<file path="src/rtl/button_input_ctrl.sv">
// button_input_ctrl: synchronise and debounce two push-buttons, generate press/auto-repeat
// step pulses and drive a wrap-around 5-bit up/down counter shown on the LEDs.
module button_input_ctrl #(
    parameter int DEB_CYCLES = 250000,
    parameter int REP_DELAY  = 12500000,
    parameter int REP_PERIOD = 2500000
) (
    input  logic       clk_25mhz,
    input  logic       reset,
    input  logic [1:0] btn,
    output logic [1:0] btn_level,
    output logic [1:0] btn_step,
    output logic [4:0] led
);
    localparam int DW = $clog2(DEB_CYCLES);
    localparam int TW = $clog2(REP_DELAY > REP_PERIOD ? REP_DELAY : REP_PERIOD);
    localparam logic [DW-1:0] DEB_MAX = DW'(DEB_CYCLES - 1);
    localparam logic [TW-1:0] DLY_MAX = TW'(REP_DELAY - 1);
    localparam logic [TW-1:0] PER_MAX = TW'(REP_PERIOD - 1);

    typedef enum logic [1:0] {IDLE, DELAY, REPEAT} state_t;

    logic [1:0] s1, s2;

    always_ff @(posedge clk_25mhz or posedge reset) begin
        if (reset) begin
            s1 <= 2'b00;
            s2 <= 2'b00;
        end else begin
            s1 <= btn;
            s2 <= s1;
        end
    end

    for (genvar g = 0; g < 2; g++) begin : g_btn
        logic lvl, prev, step, step_nxt;
        logic [DW-1:0] cnt;
        logic [TW-1:0] timer, timer_nxt;
        state_t st, st_nxt;

        // any cycle of agreement restarts the stability window
        always_ff @(posedge clk_25mhz or posedge reset) begin
            if (reset) begin
                lvl <= 1'b0;
                cnt <= '0;
            end else if (s2[g] == lvl) begin
                cnt <= '0;
            end else if (cnt == DEB_MAX) begin
                lvl <= s2[g];
                cnt <= '0;
            end else begin
                cnt <= cnt + DW'(1);
            end
        end

        always_ff @(posedge clk_25mhz or posedge reset) begin
            if (reset) begin
                st    <= IDLE;
                timer <= '0;
                step  <= 1'b0;
                prev  <= 1'b0;
            end else begin
                st    <= st_nxt;
                timer <= timer_nxt;
                step  <= step_nxt;
                prev  <= lvl;
            end
        end

        always_comb begin
            st_nxt = st;
            case (st)
                IDLE:    st_nxt = (lvl && !prev) ? DELAY : IDLE;
                DELAY:   st_nxt = !lvl ? IDLE : (timer == DLY_MAX) ? REPEAT : DELAY;
                default: st_nxt = lvl ? REPEAT : IDLE;
            endcase
        end

        // release wins over a timer expiring in the same cycle
        always_comb begin
            step_nxt  = (st == IDLE) ? (lvl && !prev)
                                     : (lvl && timer == ((st == DELAY) ? DLY_MAX : PER_MAX));
            timer_nxt = (st == IDLE || !lvl || step_nxt) ? '0 : timer + TW'(1);
        end

        assign btn_level[g] = lvl;
        assign btn_step[g]  = step;
    end

    always_ff @(posedge clk_25mhz or posedge reset) begin
        if (reset)
            led <= 5'd0;
        else
            led <= (btn_step == 2'b01) ? led + 5'd1 :
                   (btn_step == 2'b10) ? led - 5'd1 : led;
    end
endmodule

</file>
<file path="config.mk">
export PLATFORM = sky130hd
export DESIGN_NAME = button_input_ctrl
export DESIGN_NICKNAME = d
export VERILOG_FILES = /design/src/rtl/button_input_ctrl.sv
export SDC_FILE = /design/constraint.sdc
export NUM_CORES = 1
export LEC_CHECK = 0
export CAP_MARGIN = 20
export CORE_ASPECT_RATIO = 1.2
export CORE_UTILIZATION = 41
export CTS_BUF_LIST = sky130_fd_sc_hd__clkbuf_4 sky130_fd_sc_hd__clkbuf_8 sky130_fd_sc_hd__clkbuf_16
export DETAILED_ROUTE_END_ITERATION = 6
export DONT_BUFFER_PORTS = 1
export PLACE_DENSITY = 0.52
export SETUP_SLACK_MARGIN = 0.2
export SKIP_CTS_REPAIR_TIMING = 1
export SLEW_MARGIN = 20
export SYNTH_ARGS = -nofsm -noshare
export SYNTH_HDL_FRONTEND = slang
export SYNTH_SLANG_ARGS = --single-unit
</file>
<file path="constraint.sdc">
create_clock -name clk_25mhz -period 8.9 [get_ports clk_25mhz]
set_clock_uncertainty 0.2 [all_clocks]
set_input_delay 1.78 -clock clk_25mhz [delete_from_list [all_inputs] [get_ports clk_25mhz]]
set_output_delay 1.78 -clock clk_25mhz [all_outputs]
set_load 0.05 [all_outputs]
</file>
==> results.cfg <==
[status]
status = complete, no violations

[final_layout]
drive_above_1_share_pct = 7.00
fill_cells = 1199
area_growth_pct = 7.28
final_cell_area_um2 = 5550
fin_util_pct = 45.4
nNetsFinal = 522
antenna_cells = 0

[clock_network]
cts_tree = built
cts_root_buffer = clkbuf_16
clockBufferDepth = 2
h-tree-depth = 3
clk_pin_slew_ns = 0.07
cts_sinks = 103
cts_buffers = 9
insertion_delay_ns = 0.34

[synth]
yosysUniqueCellTypes = 50
syn_area_um2 = 5170
ys.flop_type = dfrtp_1
synth_edf_count = 0
synthCells = 514
synth_seq_area_share_pct = 49.9
ys_ff_latch = 103
avgSynthCellArea_um2 = 10.1
syn_nets = 527
synthArstFlopShare_pct = 100
yosys_warnings = 0

[timing]
min_period_ns = 3.06
slew_viol_final = 0
worst_slew_pin_slew_ns = 0.922
hold_viol_final = 0
max_freq_mhz = 327
setup_viol = 0
setup_slack_ns = 5.84
finalCritPeriodShare_pct = 34.4
rsz0062_at_grt = false
tns_ns = 0
slew_headroom_pct = 38.5

[floorplan]
coreArea_um2 = 12200
row_count = 44
die_h_um = 125
io_pins = 13
start_util_pct = 42.3
die_w_um = 105
die-area_um2 = 13100

[worst_setup_path]
path_max_fanout = 6
crit_cells = 0
rrSetupSlack_ns = 6.30
worstSetupStartpointType = flop
end_kind = output port
critPathKind = reg -> out
reg2reg_to = g_btn[1].timer[20]
r2r-start = g_btn[1].timer[0]
crit_arrival_ns = 1.08
required_ns = 6.92
reg2regPathDepth = 6

[global_routing]
grt_pass1_wl_um = 16600
grt_overflow = 0
grt_start_max_net_pins = 53
grt_usage_pct = 15.6
grt_pass1_vias = 3629
antenna_found_initial = 0

[detailed_routing]
dr_total_vias = 3507
drc = 0
first_iter_violations = 113
routed_wl_um = 9170
firstDrtPassIters = 4
detail-route-antenna-nets = 0
wl_per_cell_um = 13.6
drt-vias-per-instance = 5.20

[power_and_ir_drop]
pwr-share-clk_pct = 44.0
cellPowerDensity_nw_per_um2 = 158
combinationalPowerShare_pct = 1.9
seqPwrFrac_pct = 54.1
p_int_mw = 0.687
sw_frac_of_total_pct = 21.5
finalPower_mw = 0.876
p_leak_nw = 2.30
p_sw_mw = 0.188
ir_drop_mv = 0.0751

[flow_run]
maxCapViolCount = 0

[min_path]
hold_start = s1[1]
whs_path_depth = 0
hp-class = reg -> reg
hold_path_end = s2[1]

[placement]
finalWeightedCongestion = 0.752
hpwlAfterDp_um = 6270
io_buffer_count = 0
pre_cts_ws_ns = 5.73
dpl_cell_area_um2 = 5250
## metal layers
layer,share of wire (%),vias to the layer above,track usage [%]
li1,-,1737,-
met1,48,1727,19.6
met2,48,33,26.6
met3,2.5,10,2.97
met4,1.4,0,5.88
met5,0,-,0
## sequential cells by signal, summed over array words and instances, names as in the netlist
signal,count
g_btn.cnt,36
g_btn.timer,48
g_btn.lvl,2
g_btn.prev,2
s2,2
g_btn.st,4
led,5
s1,2
g_btn.step,2
## placed cells by master (no fill, tap or decap), types with 2 or more instances in the layout
cell,count
nor2_1,103
dfrtp_1,103
xor2_1,48
nand2_1,39
xnor2_1,32
nand3_1,29
nand4_1,21
inv_1,18
nor4_1,12
nor3_1,10
clkbuf_16,9
o21ai_0,8
ha_1,8
and3_1,7
and4_1,6
a21oi_1,5
nand2b_1,4
nor4_4,4
or3_1,3
clkbuf_8,3
mux2i_1,2
a21o_1,2
nand4_2,2
nor4b_1,2
a2111oi_0,2
o21a_1,2
o41ai_1,2
nor4_2,2
nor2_2,2
clkinv_2,2
## cells in the mapped netlist, types with 3 or more instances
library cell / n / share of area (%)
nand3_1: 29 / 2.8
nor4_4: 4 / 1.6
xor2_1: 48 / 8.1
nor4_1: 12 / 1.5
ha_1: 8 / 1.9
buf_6: 4 / 0.87
a21oi_1: 5 / 0.48
or3_1: 3 / 0.36
o21ai_0: 8 / 0.77
nor3_1: 10 / 0.97
nand2b_1: 4 / 0.48
inv_1: 19 / 1.4
xnor2_1: 32 / 5.4
and3_1: 7 / 0.85
nand2_1: 39 / 2.8
buf_4: 8 / 1.2
nor2_1: 103 / 7.5
dfrtp_1: 103 / 50
nand4_1: 21 / 2.5
and4_1: 6 / 1.0
## logic make-up after synthesis
family	after synthesis	synth area share (%)
AOI/OAI and AO/OA	25	3.41
xor gates and xnor gates	80	13.6
DFF	103	49.9
adders and majority gates	9	2.32
muxes	2	0.387
and+or+nand+nor	259	26.6
buffers and inverters	36	3.87
## layout make-up
class	count	area (um^2)	area share, %
Sequential cell	103	2580	46.5
Multi-Input combinational cell	375	2390	43.1
Clock buffer	12	267	4.80
Tap cell	161	201	3.63
Inverter	19	73.8	1.33
Clock inverter	4	27.5	0.496
Timing Repair Buffer	1	7.51	0.135
## stage by stage
| stage | instances | hold slack [ns] |
|---|---|---|
| finish | 675 | 0.150 |
| floorplan | 514 | 0.131 |
| detailed placement | 659 | 0.136 |
| global placement | 659 | 0.135 |
| CTS | 675 | 0.152 |
| global route | 675 | 0.155 |
## worst max path at each step
stage	startpoint	endpoint	slack, ns
final	g_btn[1].lvl	btn_level[1]	5.84
after global routing	g_btn[1].lvl	btn_level[1]	5.78
after CTS	g_btn[1].lvl	btn_level[1]	5.81
after detailed placement	reset	g_btn[0].timer[19]	5.73
after global placement	reset	g_btn[0].timer[19]	5.76
after floorplan	reset	g_btn[0].cnt[0]	4.22
## power by group through the flow
stage / sequential, mW / combinational, mW / clock (mW)
4_1_cts: 0.474 / 0.0176 / 0.399
3_5_place_dp: 0.483 / 0.0175 / 0
2_1_floorplan: 0.482 / 0.0144 / 0
6_report: 0.474 / 0.0163 / 0.386
5_1_grt: 0.474 / 0.0202 / 0.415
3_3_place_gp: 0.483 / 0.0171 / 0
Power figures use the tool's default switching activity.
